<file path="src/rtl/top_memoryaccess_pkg.sv">
// ----------------------------------------------------------------------------
// top_memoryaccess_pkg
// Shared constants for the RockWave memory-access stage: datapath widths,
// decoded_op bit positions, funct3 codes, FSM state type and the misalignment
// rule used when MEM_MISALIGN_TRAP_EN is defined.
// ----------------------------------------------------------------------------
package top_memoryaccess_pkg;

    localparam int XLEN  = 32;
    localparam int OPLEN = 10;

    // decoded_op field positions
    localparam int MEM_LOAD_BIT  = 0;
    localparam int MEM_STORE_BIT = 1;
    localparam int MUST_JUMP_BIT = 2;
    localparam int FUNCT3_BIT_L  = 3;
    localparam int FUNCT3_BIT_M  = 5;

    localparam logic [2:0] F3_B  = 3'b000;
    localparam logic [2:0] F3_H  = 3'b001;
    localparam logic [2:0] F3_W  = 3'b010;
    localparam logic [2:0] F3_BU = 3'b100;
    localparam logic [2:0] F3_HU = 3'b101;

    typedef enum logic {
        ST_IDLE = 1'b0,
        ST_REQ  = 1'b1
    } ma_state_t;

    // Halfword accesses need an even offset, word accesses a zero offset.
    // Loads and stores share funct3 codes for H/W, and HU is a load only.
    function automatic logic is_misaligned(input logic [2:0] funct3,
                                           input logic [1:0] off);
        logic mis;
        mis = 1'b0;
        case (funct3)
            F3_H, F3_HU: mis = off[0];
            F3_W:        mis = (off != 2'b00);
            default:     mis = 1'b0;
        endcase
        return mis;
    endfunction

endpackage

</file>
<file path="src/rtl/top_memoryaccess_if.sv">
// ----------------------------------------------------------------------------
// top_memoryaccess_if
// Data-memory req/ack bus.
//   dmem_req   master->slave  request, held until dmem_ack
//   dmem_we    master->slave  1 = write
//   dmem_addr  master->slave  word-aligned address
//   dmem_wdata master->slave  lane-replicated store data
//   dmem_be    master->slave  byte enables
//   dmem_rdata slave->master  read data, valid with dmem_ack
//   dmem_ack   slave->master  transfer complete
// ----------------------------------------------------------------------------
interface top_memoryaccess_if;
    import top_memoryaccess_pkg::*;

    logic            dmem_req;
    logic            dmem_we;
    logic [XLEN-1:0] dmem_addr;
    logic [XLEN-1:0] dmem_wdata;
    logic [3:0]      dmem_be;
    logic [XLEN-1:0] dmem_rdata;
    logic            dmem_ack;

    modport master (
        output dmem_req, dmem_we, dmem_addr, dmem_wdata, dmem_be,
        input  dmem_rdata, dmem_ack
    );

    modport slave (
        input  dmem_req, dmem_we, dmem_addr, dmem_wdata, dmem_be,
        output dmem_rdata, dmem_ack
    );

endinterface

</file>
<file path="src/rtl/top_memoryaccess_mem_lane_align.sv">
// ----------------------------------------------------------------------------
// mem_lane_align
// Combinational byte-lane handling for the memory-access stage.
//   funct3     in   access size / signedness
//   off        in   byte offset within the word (address bits [1:0])
//   store_data in   rs2 value to be stored
//   load_raw   in   word returned by the data bus
//   wdata      out  store data replicated across lanes
//   be         out  store byte enables (0 for unsupported funct3)
//   load_data  out  shifted and sign/zero-extended load result
// ----------------------------------------------------------------------------
module mem_lane_align
    import top_memoryaccess_pkg::*;
(
    input  logic [2:0]      funct3,
    input  logic [1:0]      off,
    input  logic [XLEN-1:0] store_data,
    input  logic [XLEN-1:0] load_raw,
    output logic [XLEN-1:0] wdata,
    output logic [3:0]      be,
    output logic [XLEN-1:0] load_data
);

    // Only the low halfword of the shifted word is ever consumed.
    logic [15:0] load_sh;

    assign load_sh = 16'(load_raw >> {off, 3'b000});

    always_comb begin
        wdata = store_data;
        be    = 4'b0000;
        case (funct3)
            F3_B: begin
                wdata = {4{store_data[7:0]}};
                be    = 4'b0001 << off;
            end
            F3_H: begin
                wdata = {2{store_data[15:0]}};
                // offset 3 drops the upper lane rather than wrapping
                be    = 4'b0011 << off;
            end
            F3_W: begin
                wdata = store_data;
                be    = 4'b1111;
            end
            default: begin
                wdata = store_data;
                be    = 4'b0000;
            end
        endcase
    end

    always_comb begin
        load_data = '0;
        case (funct3)
            F3_B:    load_data = {{(XLEN-8){load_sh[7]}}, load_sh[7:0]};
            F3_H:    load_data = {{(XLEN-16){load_sh[15]}}, load_sh[15:0]};
            F3_W:    load_data = load_raw;
            F3_BU:   load_data = {{(XLEN-8){1'b0}}, load_sh[7:0]};
            F3_HU:   load_data = {{(XLEN-16){1'b0}}, load_sh[15:0]};
            default: load_data = '0;
        endcase
    end

endmodule

</file>
<file path="src/rtl/top_memoryaccess.sv">
// ----------------------------------------------------------------------------
// top_memoryaccess
// Memory-access stage of the RockWave multi-cycle core. Issues loads/stores on
// the req/ack data bus during phase_memoryaccess, stalls the phase machine
// until the bus acknowledges, and registers writeback data and next PC.
//
// Ports
//   clk, rst_n            clock, asynchronous active-low reset
//   phase_memoryaccess    memory-access phase from the state machine
//   decoded_op_em         load/store/must-jump bits and funct3
//   jump_state_em         next PC is the jump target (alu_out_em)
//   rdsel_em              destination register
//   next_pc_em            sequential PC
//   alu_out_em            effective address or jump target
//   rs2data_em            store data
//   dmem                  data-memory bus (master modport)
//   stall_memoryaccess    combinational hold for the phase machine
//   rdsel_mw, rddata_mw   registered writeback register/data
//   next_pc_mw            registered resolved next PC
//   misalign_mw           misaligned-access flag (only with MEM_MISALIGN_TRAP_EN)
//
// Build option: define MEM_MISALIGN_TRAP_EN to suppress the bus cycle for
// misaligned halfword/word accesses and report them on misalign_mw.
//
// state   | meaning
// --------+---------------------------------------------------------------
// ST_IDLE | no bus cycle; starts one when the phase carries a memory op
// ST_REQ  | request on the bus, waiting for dmem_ack
// ----------------------------------------------------------------------------
module top_memoryaccess
    import top_memoryaccess_pkg::*;
(
    input  logic                clk,
    input  logic                rst_n,
    input  logic                phase_memoryaccess,
    input  logic [OPLEN-1:0]    decoded_op_em,
    input  logic                jump_state_em,
    input  logic [4:0]          rdsel_em,
    input  logic [XLEN-1:0]     next_pc_em,
    input  logic [XLEN-1:0]     alu_out_em,
    input  logic [XLEN-1:0]     rs2data_em,
    top_memoryaccess_if.master  dmem,
    output logic                stall_memoryaccess,
    output logic [4:0]          rdsel_mw,
    output logic [XLEN-1:0]     rddata_mw,
    output logic [XLEN-1:0]     next_pc_mw
`ifdef MEM_MISALIGN_TRAP_EN
    ,
    output logic                misalign_mw
`endif
);

    logic            is_load;
    logic            is_store;
    logic            must_jump;
    logic [2:0]      funct3;
    logic [1:0]      off;
    logic            mem_op;
    logic            misaligned;
    logic            bus_op;
    logic            capture;

    logic [XLEN-1:0] lane_wdata;
    logic [3:0]      lane_be;
    logic [XLEN-1:0] load_data;
    logic [XLEN-1:0] rddata_next;
    logic [XLEN-1:0] next_pc_next;

    ma_state_t       state;
    logic            req_q;
    logic            we_q;
    logic [XLEN-1:0] addr_q;
    logic [XLEN-1:0] wdata_q;
    logic [3:0]      be_q;

    logic            unused_op_bits;

    assign is_load   = decoded_op_em[MEM_LOAD_BIT];
    assign is_store  = decoded_op_em[MEM_STORE_BIT];
    assign must_jump = decoded_op_em[MUST_JUMP_BIT];
    assign funct3    = decoded_op_em[FUNCT3_BIT_M:FUNCT3_BIT_L];
    assign off       = alu_out_em[1:0];
    assign mem_op    = is_load | is_store;

    assign unused_op_bits = ^decoded_op_em[OPLEN-1:FUNCT3_BIT_M+1];

`ifdef MEM_MISALIGN_TRAP_EN
    assign misaligned = mem_op & is_misaligned(funct3, off);
`else
    assign misaligned = 1'b0;
`endif

    assign bus_op = mem_op & ~misaligned;

    mem_lane_align u_lane (
        .funct3     (funct3),
        .off        (off),
        .store_data (rs2data_em),
        .load_raw   (dmem.dmem_rdata),
        .wdata      (lane_wdata),
        .be         (lane_be),
        .load_data  (load_data)
    );

    // Stall is forced low while reset is held so the phase machine is
    // released at the same instant the bus request is dropped.
    always_comb begin
        stall_memoryaccess = 1'b0;
        if (rst_n) begin
            case (state)
                ST_IDLE: stall_memoryaccess = phase_memoryaccess & bus_op;
                ST_REQ:  stall_memoryaccess = ~dmem.dmem_ack;
                default: stall_memoryaccess = 1'b0;
            endcase
        end
    end

    assign capture = phase_memoryaccess & ~stall_memoryaccess;

    // Store wins when both memory bits are set; stores write back the address.
    always_comb begin
        rddata_next = alu_out_em;
        if (misaligned || is_store) begin
            rddata_next = alu_out_em;
        end else if (is_load) begin
            rddata_next = load_data;
        end else if (must_jump) begin
            rddata_next = next_pc_em;
        end
    end

    assign next_pc_next = jump_state_em ? {alu_out_em[XLEN-1:1], 1'b0} : next_pc_em;

    always_ff @(posedge clk or negedge rst_n) begin
        if (!rst_n) begin
            state   <= ST_IDLE;
            req_q   <= 1'b0;
            we_q    <= 1'b0;
            addr_q  <= '0;
            wdata_q <= '0;
            be_q    <= 4'b0000;
        end else begin
            case (state)
                ST_IDLE: begin
                    if (phase_memoryaccess && bus_op) begin
                        state   <= ST_REQ;
                        req_q   <= 1'b1;
                        we_q    <= is_store;
                        addr_q  <= {alu_out_em[XLEN-1:2], 2'b00};
                        wdata_q <= is_store ? lane_wdata : '0;
                        // loads read the whole word; lanes are picked on return
                        be_q    <= is_store ? lane_be : 4'b1111;
                    end
                end
                ST_REQ: begin
                    if (dmem.dmem_ack) begin
                        state   <= ST_IDLE;
                        req_q   <= 1'b0;
                        we_q    <= 1'b0;
                        addr_q  <= '0;
                        wdata_q <= '0;
                        be_q    <= 4'b0000;
                    end
                end
                default: begin
                    state <= ST_IDLE;
                    req_q <= 1'b0;
                end
            endcase
        end
    end

    assign dmem.dmem_req   = req_q;
    assign dmem.dmem_we    = we_q;
    assign dmem.dmem_addr  = addr_q;
    assign dmem.dmem_wdata = wdata_q;
    assign dmem.dmem_be    = be_q;

    always_ff @(posedge clk or negedge rst_n) begin
        if (!rst_n) begin
            rdsel_mw    <= 5'd0;
            rddata_mw   <= '0;
            next_pc_mw  <= '0;
`ifdef MEM_MISALIGN_TRAP_EN
            misalign_mw <= 1'b0;
`endif
        end else if (capture) begin
            rdsel_mw    <= rdsel_em;
            rddata_mw   <= rddata_next;
            next_pc_mw  <= next_pc_next;
`ifdef MEM_MISALIGN_TRAP_EN
            misalign_mw <= misaligned;
`endif
        end
    end

endmodule
</file>
<file path="src/flat_wrapper.sv">
// flat-port wrapper written by rule: the top's interface ports become plain ports
module top_memoryaccess_flat import top_memoryaccess_pkg::*;
  (clk, rst_n, phase_memoryaccess, decoded_op_em, jump_state_em, rdsel_em, next_pc_em, alu_out_em, rs2data_em, stall_memoryaccess, rdsel_mw, rddata_mw, next_pc_mw, dmem_dmem_req, dmem_dmem_we, dmem_dmem_addr, dmem_dmem_wdata, dmem_dmem_be, dmem_dmem_rdata, dmem_dmem_ack);
  top_memoryaccess_if dmem_i ();
  input  logic clk;
  input  logic rst_n;
  input  logic phase_memoryaccess;
  input  logic [OPLEN-1:0] decoded_op_em;
  input  logic jump_state_em;
  input  logic [4:0] rdsel_em;
  input  logic [XLEN-1:0] next_pc_em;
  input  logic [XLEN-1:0] alu_out_em;
  input  logic [XLEN-1:0] rs2data_em;
  output logic stall_memoryaccess;
  output logic [4:0] rdsel_mw;
  output logic [XLEN-1:0] rddata_mw;
  output logic [XLEN-1:0] next_pc_mw;
  output wire logic [$bits(dmem_i.dmem_req)-1:0] dmem_dmem_req;
  output wire logic [$bits(dmem_i.dmem_we)-1:0] dmem_dmem_we;
  output wire logic [$bits(dmem_i.dmem_addr)-1:0] dmem_dmem_addr;
  output wire logic [$bits(dmem_i.dmem_wdata)-1:0] dmem_dmem_wdata;
  output wire logic [$bits(dmem_i.dmem_be)-1:0] dmem_dmem_be;
  input wire logic [$bits(dmem_i.dmem_rdata)-1:0] dmem_dmem_rdata;
  input wire logic [$bits(dmem_i.dmem_ack)-1:0] dmem_dmem_ack;
  assign dmem_dmem_req = dmem_i.dmem_req;
  assign dmem_dmem_we = dmem_i.dmem_we;
  assign dmem_dmem_addr = dmem_i.dmem_addr;
  assign dmem_dmem_wdata = dmem_i.dmem_wdata;
  assign dmem_dmem_be = dmem_i.dmem_be;
  assign dmem_i.dmem_rdata = dmem_dmem_rdata;
  assign dmem_i.dmem_ack = dmem_dmem_ack;
  top_memoryaccess u_core (.clk(clk), .rst_n(rst_n), .phase_memoryaccess(phase_memoryaccess), .decoded_op_em(decoded_op_em), .jump_state_em(jump_state_em), .rdsel_em(rdsel_em), .next_pc_em(next_pc_em), .alu_out_em(alu_out_em), .rs2data_em(rs2data_em), .dmem(dmem_i), .stall_memoryaccess(stall_memoryaccess), .rdsel_mw(rdsel_mw), .rddata_mw(rddata_mw), .next_pc_mw(next_pc_mw));
endmodule
</file>
<file path="config.mk">
export PLATFORM = sky130hd
export DESIGN_NAME = top_memoryaccess_flat
export DESIGN_NICKNAME = d
export VERILOG_FILES = /design/src/rtl/top_memoryaccess_pkg.sv /design/src/rtl/top_memoryaccess_if.sv /design/src/rtl/top_memoryaccess_mem_lane_align.sv /design/src/rtl/top_memoryaccess.sv /design/src/flat_wrapper.sv
export SDC_FILE = /design/constraint.sdc
export NUM_CORES = 1
export LEC_CHECK = 0
export ABC_AREA = 0
export CAP_MARGIN = 20
export CORE_UTILIZATION = 30
export DETAILED_ROUTE_END_ITERATION = 10
export HOLD_SLACK_MARGIN = 0.03
export PLACE_DENSITY = 0.55
export SYNTH_ARGS = -nofsm -noshare
export SYNTH_HDL_FRONTEND = slang
export SYNTH_HIERARCHICAL = 1
export SYNTH_SLANG_ARGS = --single-unit
</file>
<file path="constraint.sdc">
create_clock -name clk -period 5.25 [get_ports clk]
set_input_delay 0.7875 -clock clk [delete_from_list [all_inputs] [get_ports clk]]
set_output_delay 0.7875 -clock clk [all_outputs]
set_load 0.005 [all_outputs]
</file>
Word-level counts from Yosys, hierarchy flattened
Cells that the tools add are included.
{"block": "op_classes", "add_sub_neg": 0, "mul": 0, "div_mod_pow": 0, "magnitude_cmp": 0, "n_eq_ne": 6, "shifts": 3, "n_mux": 27, "bitwise_logic": 6, "n_reduce_logical": 3}
{"op": "$mux 32", "count": 8}
{"op": "$pmux 32 s2", "count": 3}
{"op": "$pmux 32 s5", "count": 1}
{"op": "$shr 32x5->16", "count": 1}
{"op": "$mux 4", "count": 3}
{"op": "$pmux 4 s3", "count": 1}
{"op": "$pmux 1 s2", "count": 4}
{"op": "$pmux 4 s2", "count": 1}
{"op": "$eq 3x3->1 const B", "count": 2}
{"op": "$mux 1", "count": 6}
{"op": "$shl 1x2->4 const A", "count": 1}
{"op": "$shl 2x2->4 const A", "count": 1}
{"op": "$eq 3x1->1 const B", "count": 1}
{"op": "$eq 3x2->1 const B", "count": 1}
{"op": "$logic_not 3->1", "count": 1}
{"op": "$not 1->1", "count": 3}
{"op": "$and 1x1->1", "count": 2}
{"op": "$ne 2x1->1 const B", "count": 1}
{"op": "$ne 2x2->1 const B", "count": 1}
{"op": "$reduce_and 2->1", "count": 1}
{"op": "$logic_and 1x1->1", "count": 1}
{"op": "$or 1x1->1", "count": 1}
{"block": "totals", "register_bits": 140, "latchBits": 0, "ramBits": 0, "rom_bits": 0, "in_bits": 148, "output_inout_bits": 140, "word_cells": 54, "n_memories": 0}

Longest topological paths before layout
Gate-level depths: netlist of run 1.
{"block": "depth", "depth_word": 6, "ltp_mapped": 7, "depth_no_buf": 6}

Cells and area by module
The synthesis of run 1 kept the hierarchy.
{"module": "top_memoryaccess", "instances": 1, "cells_per_inst": 465, "area_per_inst_um2": 6208.5, "seq_area_each_um2": 3453.3}
{"module": "mem_lane_align", "instances": 1, "cells_per_inst": 193, "area_per_inst_um2": 1307.5, "seq_area_each_um2": 0.0}

Worst setup path before layout of run 1
Ideal clock, no wire load.
{"block": "synth_path", "kind": "input to output", "start": "input port decoded_op_em[0]", "end": "output port stall_memoryaccess", "t_arrival_ns": 1.908, "required_time_ns": 4.463, "setup_slack_ns": 2.555, "cell_stages": 5, "path_buffers": 2, "cell_sequence": "clkbuf_1 -> nor2_1 -> nor3_2 -> clkbuf_1 -> o21a_1"}
{"block": "synth_between", "elab_chain_cells": 4}
{"element": "from (decl)", "line": "flat_wrapper.sv:8", "text": "input logic [OPLEN-1:0] decoded_op_em;"}
{"element": "$or 1x1->1", "line": "top_memoryaccess.sv:83", "text": "assign mem_op = is_load | is_store;"}
{"element": "$and 1x1->1", "line": "top_memoryaccess.sv:111", "text": "ST_IDLE: stall_memoryaccess = phase_memoryaccess & bus_op;"}
{"element": "$pmux 1 s2", "line": "top_memoryaccess.sv:110", "text": "case (state)"}
{"element": "$mux 1", "line": "top_memoryaccess.sv:109", "text": "if (rst_n) begin"}
{"element": "to (decl)", "line": "flat_wrapper.sv:14", "text": "output logic stall_memoryaccess;"}
No other way between the ends.

Final worst setup path of run 1
{"block": "layout_path", "start": "input port decoded_op_em[1]", "end": "output port stall_memoryaccess"}
The elaborated chain is that of the path after synthesis.

==> results of run 1 <==
metrics by stage:
stage | total power, mW | util | cells | area (um2) | setup slack [ps]
5_1_grt | 3.80 | 0.451 | 1238 | 11000 | 1900
2_1_floorplan | 1.79 | - | 659 | 7520 | 2550
3_5_place_dp | 2.46 | 0.428 | 1206 | 10500 | 1720
6_report | 3.60 | 0.451 | 1239 | 11000 | 2080
3_3_place_gp | 2.46 | 0.428 | 1206 | 10500 | 1760
4_1_cts | 3.66 | 0.451 | 1238 | 11000 | 2070
worst paths after layout:
check	cells after the start	start	end	slack [ps]
min	1	rst_n	u_core/dmem.dmem_wdata[11]	230
max reg2reg	4	u_core/state	u_core/rdsel_mw[3]	3120
max	5	decoded_op_em[1]	stall_memoryaccess	2080
min in group clk	1	u_core/dmem.dmem_req	u_core/dmem.dmem_req	480
max in group asynchronous	3	rst_n	u_core/dmem.dmem_addr[20]	3150
min reg2reg	1	u_core/dmem.dmem_req	u_core/dmem.dmem_req	480
layout make-up:
class,count,area [um2]
Clock buffer,17,425
Inverter,34,128
Timing Repair Buffer,292,2890
Multi-Input combinational cell,418,3590
Sequential cell,138,3450
Tap cell,324,405
Clock inverter,15,131
Antenna cell,1,2.50
Fill cell,2355,13400
cells in the final DEF (no fill, tap or decap), drive strengths merged, types with 9 or more instances in the layout:
master         instances
clkbuf                17
o2bb2ai               14
mux2                  83
mux2i                 44
clkdlybuf4s50        277
nand2b                 9
o221ai                31
buf                   15
dfrtp                138
inv                   43
o21ai                 24
a22o                  67
nand2                 57
or4b                  32
metal layers:
| metal | share of wire | wire [um] | GRT usage |
|---|---|---|---|
| met5 | 0 | 0 | 0 |
| met3 | 0.056 | 1480 | 0.0561 |
| met4 | 0.012 | 320 | 0.0463 |
| met1 | 0.46 | 12100 | 0.278 |
| met2 | 0.47 | 12500 | 0.330 |
power breakdown:
part	total [mW]	internal [mW]	switching [mW]	leakage, nW
clock	1.16	0.624	0.536	0.273
combinational	1.07	0.651	0.417	2.64
sequential	1.37	1.26	0.108	1.70
kinds of logic after synthesis:
logic type	synth area share
flip-flops	0.459
other	0.000499
AND/OR/NAND/NOR	0.0977
buffers and inverters	0.0659
multiplexers	0.186
AO/OA/AOI/OAI	0.190
flip-flops by register name (all words and copies together), names as in the netlist:
name / flops
u_core/rdsel_mw: 5
u_core/dmem.dmem_wdata: 32
u_core/rddata_mw: 32
u_core/dmem.dmem_addr: 30
u_core/next_pc_mw: 32
u_core/dmem.dmem_req: 1
u_core/dmem.dmem_we: 1
u_core/state: 1
u_core/dmem.dmem_be: 4
==> Flow_metrics.wiki, run 1 <==
{| class="wikitable"
! Metric !! Value
|-
| Status || finished, final reports clean
|-
| Number of violations reported at the end of detailed-routing iteration 0 || 254
|-
| Launching element type of the critical path || input port
|-
| Data required time of the critical path || 4460 ps
|-
| Maximum vdd drop || 168 uV
|-
| Number of different library cells in the post-synthesis netlist || 43
|-
| Final Max Tran Viols || 0
|-
| Later-pin clock latency in the skew report || 420 ps
|-
| Maximum buffer depth of the clock tree || 2
|-
| Count of input and output buffers || 281
|-
| Max stage delay on crit path || 560 ps
|-
| Minimum period implied by the final worst setup slack || 3170 ps
|-
| Wirelength per Cell || 21.3 um
|-
| Die area || 0.0257 mm2
|-
| Cell-by-cell trace of the critical path || buf_2, nor2_1, nor3_4, o21a_1, clkdlybuf4s50_1
|-
| Total of max-cap violations || 0
|-
| Largest net degree at the start of global routing || 70
|-
| Via count of the first global-routing pass || 6346
|-
| Yosys warning count || 6
|-
| Crit share post-route || 0.604
|-
| GP Congestion || 0.761
|-
| Count of instances resized after the clock tree is built || 0
|-
| Clock sink count || 138
|-
| Horizontal die dimension || 160 um
|-
| Post-synth ARST share || 1.00
|-
| Slowest cell on the critical path || buf_2
|-
| Via density || 5.03
|-
| Leakage power || 4.61 nW
|-
| Detailed-router iteration count before antenna repair || 4
|-
| First-pass GRT wire length || 40200 um
|-
| Unrepaired setup endpoints after global routing || false
|-
| Flip-flop cell with the highest count after synthesis || dfrtp_1
|-
| Chip Height || 160 um
|-
| Core area || 0.0245 mm2
|-
| Share of the synthesized area in the top cell type || 0.459
|-
| Critical path arrival || 2390 ps
|-
| Final setup violating endpoints || 0
|-
| Register clock-pin slew on the reported worst setup and hold paths || 70 ps
|-
| Initial Util || 0.307
|-
| Residual DRC count || 0
|-
| TritonCTS clock tree || yes
|-
| Total setup buffers inserted after CTS || 0
|-
| Number of CTS-inserted buffers || 17
|-
| Top cell type by total area after synthesis || dfrtp_1
|-
| Post-Synthesis Mean Instance Area || 11.4 um2
|-
| Number of enable flip-flop cells after synthesis || 0
|-
| Cells after Synth || 658
|-
| Aggregate global-route resource usage || 0.207
|-
| Number of cell rows || 57
|-
| Cell chosen for the clock root || clkbuf_16
|-
| Layout overhead on the synthesized area || 46.7%
|-
| Hold Slack || 228 ps
|-
| Number of nets in the layout || 1049
|-
| Kind of cell adding the most delay to the critical path || buffers and inverters
|-
| Power density normalized to cell area || 326 mW/mm2
|-
| Via count || 6238
|-
| Maximum level of the CTS H-tree || 4
|-
| Remaining antenna violation count || 0
|-
| Hold/Removal Path Class || input port to async pin
|-
| Combined area of all synthesized cells || 0.00752 mm2
|-
| Flop and latch count out of synthesis || 138
|-
| Cell with the most instances after synthesis || dfrtp_1
|-
| Maximum fanout encountered on the critical timing path || 42
|-
| Crit Path Class || input port to output pin
|-
| Congestion Overflow GR || 0
|-
| Type of destination of the critical path || output pin
|-
| HPWL after detailed placement || 18400 um
|-
| Count of hold buffers inserted by post-cts repair || 0
|-
| Least-Margin Pin Slew || 1060 ps
|-
| Final-layout setup total negative slack || 0 ps
|-
| Rel. slew slack || 0.287
|-
| Share of the yosys chip area belonging to registers || 0.459
|-
| Antenna violations before repair || 1
|-
| Most common library cells after synthesis || 138 x dfrtp_1, 83 x mux2_2, 67 x a22o_1
|-
| Top Ports || 288
|-
| Top achievable clock speed || 315 MHz
|-
| Fraction of layout cells with a size suffix above 1 || 0.202
|-
| Post-detailed-routing wire length || 26400 um
|-
| Ranking of synthesized cells by area || dfrtp_1 46%, mux2_2 12%, a22o_1 7.8%
|-
| Count of buffer and inverter cells on the critical path || 2
|-
| Number of failing hold endpoints at the final stage || 0
|-
| Largest clock skew in the final design || 8.49 ps
|}
Note: power is estimated with default switching activity, not from simulation.
==> run 2: changes to the inputs <==
clock period = 3 ns   (was 5.25 ns; I/O delays follow)
==> Flow_metrics.wiki, run 2 (synthesis results as in run 1) <==
{| class="wikitable"
! Metric !! Value
|-
| Residual DRC count || 0 (unchanged)
|-
| Hold/Removal Path Class || input port to async pin
|-
| Remaining antenna violation count || 0 (unchanged)
|-
| Cell chosen for the clock root || clkbuf_16
|-
| Crit Path Class || input port to register
|-
| Largest net degree at the start of global routing || 70 (unchanged)
|-
| Count of instances resized after the clock tree is built || 0 (unchanged)
|-
| First-pass GRT wire length || 40500 um (+0.72%)
|-
| Worst r2r src || u_core/state
|-
| Leading cell type in the layout, fill and taps excluded || clkdlybuf4s50_1
|-
| Least-Margin Pin Slew || 1020 ps (-36.4 ps)
|-
| Later-pin clock latency in the skew report || 420 ps (about the same)
|-
| Leakage power || 4.72 nW (+2.3%)
|-
| Rel. slew slack || 0.311 (+0.0245)
|-
| Final-layout setup total negative slack || 0 ps (unchanged)
|-
| Internal power consumption || 4.64 mW (+83%)
|-
| Top achievable clock speed || 407 MHz
|-
| Slowest cell on the critical path || o31ai_1
|-
| Status || finished, final reports clean
|-
| Congestion Overflow GR || 0 (unchanged)
|-
| Number of nets in the layout || 1065 (+1.5%)
|-
| Chip Height || 160 um (unchanged)
|-
| Wirelength per Cell || 20.9 um (-1.8%)
|-
| Minimum period implied by the final worst setup slack || 2460 ps
|-
| Fraction of layout cells with a size suffix above 1 || 0.215 (+0.0126)
|-
| HPWL after detailed placement || 18700 um (+1.8%)
|-
| Aggregate global-route resource usage || 0.206 (-0.000781)
|-
| R2r endpoint || u_core/rdsel_mw[2]
|-
| Top Ports || 288 (unchanged)
|-
| Launching element type of the critical path || input port
|-
| Max stage delay on crit path || 860 ps (+300 ps)
|-
| Number of cell rows || 57 (unchanged)
|-
| Maximum vdd drop || 344 uV (+100%)
|-
| GP Congestion || 0.793 (+4.2%)
|-
| Die area || 0.0257 mm2 (unchanged)
|-
| Clock sink count || 138 (unchanged)
|-
| Number of violations reported at the end of detailed-routing iteration 0 || 274 (+7.9%)
|-
| Unrepaired setup endpoints after global routing || false
|-
| Via count of the first global-routing pass || 6541 (+3.1%)
|-
| Number of CTS-inserted buffers || 17 (unchanged)
|-
| Hold Slack || 446 ps (+218 ps)
|-
| Type of destination of the critical path || register
|-
| Data required time of the critical path || 3330 ps (-1130 ps)
|-
| Maximum level of the CTS H-tree || 4 (unchanged)
|-
| Sequential share of power || 0.371 (-0.010)
|-
| Register clock-pin slew on the reported worst setup and hold paths || 70 ps (about the same)
|-
| Antenna violations before repair || 3 (+2)
|-
| Horizontal die dimension || 160 um (unchanged)
|-
| Maximum buffer depth of the clock tree || 2 (unchanged)
|-
| TritonCTS clock tree || yes
|-
| Combinational fraction of design power || 0.293 (-0.004)
|-
| Final setup violating endpoints || 0 (unchanged)
|-
| Final Max Tran Viols || 0 (unchanged)
|-
| Number of failing hold endpoints at the final stage || 0 (unchanged)
|-
| Largest clock skew in the final design || 7.34 ps (-1.15 ps)
|-
| Maximum fanout encountered on the critical timing path || 9 (-79%)
|-
| Sw Share || 0.283 (-0.0122)
|-
| Layout overhead on the synthesized area || 49.5%
|-
| Count of input and output buffers || 281 (unchanged)
|-
| Core area || 0.0245 mm2 (unchanged)
|-
| Power density normalized to cell area || 575 mW/mm2 (+76%)
|-
| Via count || 6291 (+0.85%)
|-
| Post-detailed-routing wire length || 26300 um (-0.33%)
|-
| Initial Util || 0.307 (unchanged)
|-
| Total of max-cap violations || 0 (unchanged)
|-
| Via density || 5.00 (-0.59%)
|-
| Crit share post-route || 0.819
|-
| Clock share of power || 0.336 (+0.013)
|-
| Cell-by-cell trace of the critical path || clkdlybuf4s50_1, buf_4, o31ai_1, a221o_1, o221ai_1, mux2i_1
|-
| Power dissipated by switching net loads || 1.83 mW (+72%)
|-
| Detailed-router iteration count before antenna repair || 4 (unchanged)
|-
| Critical path arrival || 2790 ps (+400 ps)
|-
| Highest-count cells in the layout ignoring fill and taps || 277 x clkdlybuf4s50_1, 138 x dfrtp_1, 83 x mux2_2
|-
| Worst Reg2Reg Path Length in Cells || 4 (unchanged)
|-
| Slack of the worst reg-to-reg path || 870 ps (-2250 ps)
|}
[run 2: changes by cell type in the layout (fill, tap and decap cells not counted), moves of 2 or more]
cell | before | now
diode_2 | 1 | 3
buf_12 | 1 | 4
buf_4 | 10 | 22
inv_8 | 4 | 1
bufinv_16 | 0 | 2
clkinv_4 | 2 | 4
[run 2: how the worst max path moves through the flow]
stage,cells after the start,end,startpoint
final,6,u_core/rddata_mw[9],alu_out_em[0]
after global routing,6,u_core/rddata_mw[14],alu_out_em[0]
after CTS,6,u_core/rddata_mw[14],alu_out_em[0]
after detailed placement,6,u_core/rddata_mw[14],alu_out_em[0]
after global placement,6,u_core/rddata_mw[14],alu_out_em[0]
after floorplan,5,stall_memoryaccess,decoded_op_em[0]
[run 2: critical path: cells and delay by family]
family / cells / cell delay [ps]
compound gates: 3 / 1300
buf+inv: 2 / 880
mux: 1 / 150
[run 2: routing by layer]
layer / track usage / wire length [um] / vias up
met5: 0 / 0 / -
met2: 0.331 / 12500 / 198
li1: - / - / 2980
met3: 0.0605 / 1870 / 11
met4: 0.0429 / 197 / 0
met1: 0.273 / 11700 / 3102
[run 2: stage by stage]
step | utilization | cells | power [mW] | setup WS [ps] | area [um2]
finish | 0.459 | 1257 | 6.47 | 542 | 11200
global route | 0.459 | 1256 | 6.80 | 343 | 11200
CTS | 0.459 | 1254 | 6.56 | 582 | 11200
detailed placement | 0.434 | 1221 | 4.34 | 131 | 10600
global placement | 0.434 | 1221 | 4.33 | 189 | 10600
floorplan | - | 659 | 3.14 | 980 | 7520
[run 2: power by group through the flow]
stage | clock network (mW) | logic (mW) | registers [mW]
6_report | 2.17 | 1.89 | 2.40
3_3_place_gp | 0 | 1.90 | 2.42
4_1_cts | 2.24 | 1.93 | 2.40
3_5_place_dp | 0 | 1.92 | 2.43
2_1_floorplan | 0 | 0.696 | 2.44
5_1_grt | 2.32 | 2.04 | 2.44
[run 2: final cells by class]
type	count	area, um2
Inverter	34	128
Antenna cell	3	7.51
Timing Repair Buffer	308	3050
Clock buffer	18	439
Fill cell	2323	13200
Multi-Input combinational cell	418	3590
Sequential cell	138	3450
Clock inverter	14	161
Tap cell	324	405
[run 2: what timing repair did]
action | in CTS | in global routing
hold buffers | 1 | 0
hold endpoints to repair | 19 | 0
buffers inserted | 0 | 0
==> run 3: changes to the inputs <==
PLACE_DENSITY = 0.58   (was 0.55)
clock period = 2.2 ns   (was 3 ns; I/O delays follow)
==> Flow_metrics.wiki, run 3 (synthesis results as in run 1) <==
{| class="wikitable"
! Metric !! Value
|-
| Power dissipated by switching net loads || 2.50 mW (+37%)
|-
| Total setup buffers inserted after CTS || 0 (unchanged)
|-
| Crit Path Class || register to output pin
|-
| Top Ports || 288 (unchanged)
|-
| Post-route worst setup slack || 95.1 ps (-447 ps)
|-
| Post-Place Setup Slack || -248 ps (-379 ps)
|-
| Detailed-router iteration count before antenna repair || 4 (unchanged)
|-
| Sw Share || 0.275 (-0.00788)
|-
| Leakage power || 4.91 nW (+3.9%)
|-
| Slack of the worst reg-to-reg path || 350 ps (-520 ps)
|-
| Worst Reg2Reg Path Length in Cells || 4 (unchanged)
|-
| Maximum fanout encountered on the critical timing path || 5 (-4)
|-
| Total met2 wirelength after detailed routing || 12800 um (+2.4%)
|-
| Maximum level of the CTS H-tree || 4 (unchanged)
|-
| Dpl cells || 1247 (+2.1%)
|-
| Highest metal layer with signal wires || met4
|-
| Combinational fraction of design power || 0.293 (about the same)
|-
| # fillers || 2264 (-2.5%)
|-
| Largest clock skew in the final design || 7.22 ps (-0.115 ps)
|-
| TritonCTS clock tree || yes
|-
| Maximum buffer depth of the clock tree || 2 (unchanged)
|-
| Layout overhead on the synthesized area || 53.9%
|-
| Sequential share of power || 0.360 (-0.011)
|-
| Crit share post-route || 0.957
|-
| Count of input and output buffers || 281 (unchanged)
|-
| Count of instances resized after the clock tree is built || 0 (unchanged)
|-
| Power density normalized to cell area || 785 mW/mm2 (+36%)
|-
| Met1 routed wirelength after detailed routing || 12000 um (+3.1%)
|-
| Wire length on met3 || 1340 um (-28%)
|-
| Top achievable clock speed || 475 MHz
|-
| Maximum vdd drop || 427 uV (+24%)
|-
| Critical path arrival || 1770 ps (-1020 ps)
|-
| Clock share of power || 0.347 (+0.011)
|-
| Register clock-pin slew on the reported worst setup and hold paths || 60 ps (about the same)
|-
| Launching element type of the critical path || register
|-
| Fraction of layout cells with a size suffix above 1 || 0.237 (+0.0221)
|-
| Count of hold buffers inserted by post-cts repair || 1 (unchanged)
|-
| Via density || 5.01 (+0.17%)
|-
| R2r endpoint || u_core/next_pc_mw[9]
|-
| Initial Util || 0.307 (unchanged)
|-
| Via count || 6427 (+2.2%)
|-
| Number of CTS-inserted buffers || 17 (unchanged)
|-
| Number of cell rows || 57 (unchanged)
|-
| Number of failing hold endpoints at the final stage || 0 (unchanged)
|-
| Final setup violating endpoints || 0 (unchanged)
|-
| Via count of the first global-routing pass || 6677 (+2.1%)
|-
| Congestion Overflow GR || 0 (unchanged)
|-
| Highest-count cells in the layout ignoring fill and taps || 277 x clkdlybuf4s50_1, 138 x dfrtp_1, 83 x mux2_2
|-
| Antenna violations before repair || 1 (-2)
|-
| Aggregate global-route resource usage || 0.210 (+0.00384)
|-
| Number of nets in the layout || 1092 (+2.5%)
|-
| Least-Margin Pin Slew || 971 ps (-54.2 ps)
|-
| Horizontal die dimension || 160 um (unchanged)
|-
| GP Congestion || 0.840 (+6.0%)
|-
| Rel. slew slack || 0.347 (+0.0364)
|-
| Final Max Tran Viols || 0 (unchanged)
|-
| Remaining antenna violation count || 0 (unchanged)
|-
| Hold/Removal Path Class || input port to async pin
|-
| Minimum period implied by the final worst setup slack || 2100 ps
|-
| Number of violations reported at the end of detailed-routing iteration 0 || 208 (-24%)
|-
| Core area || 0.0245 mm2 (unchanged)
|-
| Status || finished, final reports clean
|-
| Chip Height || 160 um (unchanged)
|-
| Worst r2r src || u_core/state
|-
| Total of max-cap violations || 0 (unchanged)
|-
| HPWL after detailed placement || 19300 um (+3.3%)
|-
| Type of destination of the critical path || output pin
|-
| Cell Count, Final, Fillers Out || 1282 (+2.0%)
|-
| Internal power consumption || 6.58 mW (+42%)
|-
| Final-layout setup total negative slack || 0 ps (unchanged)
|-
| Leading cell type in the layout, fill and taps excluded || clkdlybuf4s50_1
|-
| Largest net degree at the start of global routing || 118 (+69%)
|-
| Die area || 0.0257 mm2 (unchanged)
|-
| Wirelength per Cell || 20.7 um (-0.89%)
|-
| First-pass GRT wire length || 41100 um (+1.4%)
|-
| Later-pin clock latency in the skew report || 420 ps (about the same)
|-
| Hold Slack || 47.3 ps (-399 ps)
|-
| Unrepaired setup endpoints after global routing || false
|-
| Data required time of the critical path || 1870 ps (-1460 ps)
|-
| Residual DRC count || 0 (unchanged)
|-
| Clock sink count || 138 (unchanged)
|-
| Cell chosen for the clock root || clkbuf_16
|-
| Post-detailed-routing wire length || 26600 um (+1.1%)
|}
run 3: power groups by stage:
stage	sequential, mW	clock, mW	combinational, mW
final	3.27	3.15	2.66
after global routing	3.33	3.34	2.86
after CTS	3.27	3.26	2.70
after detailed placement	3.31	0	2.69
after global placement	3.30	0	2.68
after floorplan	3.33	0	0.949
run 3: metal layers:
layer	vias to the layer above	track usage
met1	3178	0.276
met2	184	0.344
met3	19	0.0468
met5	-	0
met4	0	0.0602
li1	3046	-
run 3: layout make-up:
cell class	instances	area (um2)	area share
clock inverters	15	214	0.0185
inverters	34	128	0.0110
clock buffers	17	425	0.0368
well taps	324	405	0.0350
repair buffers	335	3350	0.290
flip-flops and latches	138	3450	0.299
diodes	1	2.50	0.000216
multi-input cells	418	3590	0.310
run 3: worst max path at each step:
| stage | slack [ps] | cells past startpoint | to | start |
|---|---|---|---|---|
| final | 100 | 4 | stall_memoryaccess | u_core/state |
| after global routing | 20 | 4 | stall_memoryaccess | u_core/state |
| after CTS | 70 | 4 | stall_memoryaccess | u_core/state |
| after detailed placement | -250 | 7 | u_core/rddata_mw[14] | decoded_op_em[3] |
| after global placement | -230 | 7 | u_core/rddata_mw[9] | decoded_op_em[3] |
| after floorplan | 400 | 7 | u_core/rddata_mw[30] | decoded_op_em[5] |
run 3: per-stage QoR:
stage / power, mW / utilization / cell area, um2
after floorplan: 4.28 / - / 7520
after global placement: 5.98 / 0.446 / 10900
after detailed placement: 5.99 / 0.446 / 10900
after CTS: 9.23 / 0.472 / 11500
after global routing: 9.54 / 0.473 / 11600
final: 9.08 / 0.473 / 11600
run 3: worst max-delay path: stages, from the launching register on:
cell and delay (ps):
dfrtp_1 370, buf_4 160, nor3_4 180, o21a_1 150
clkdlybuf4s50_1 500
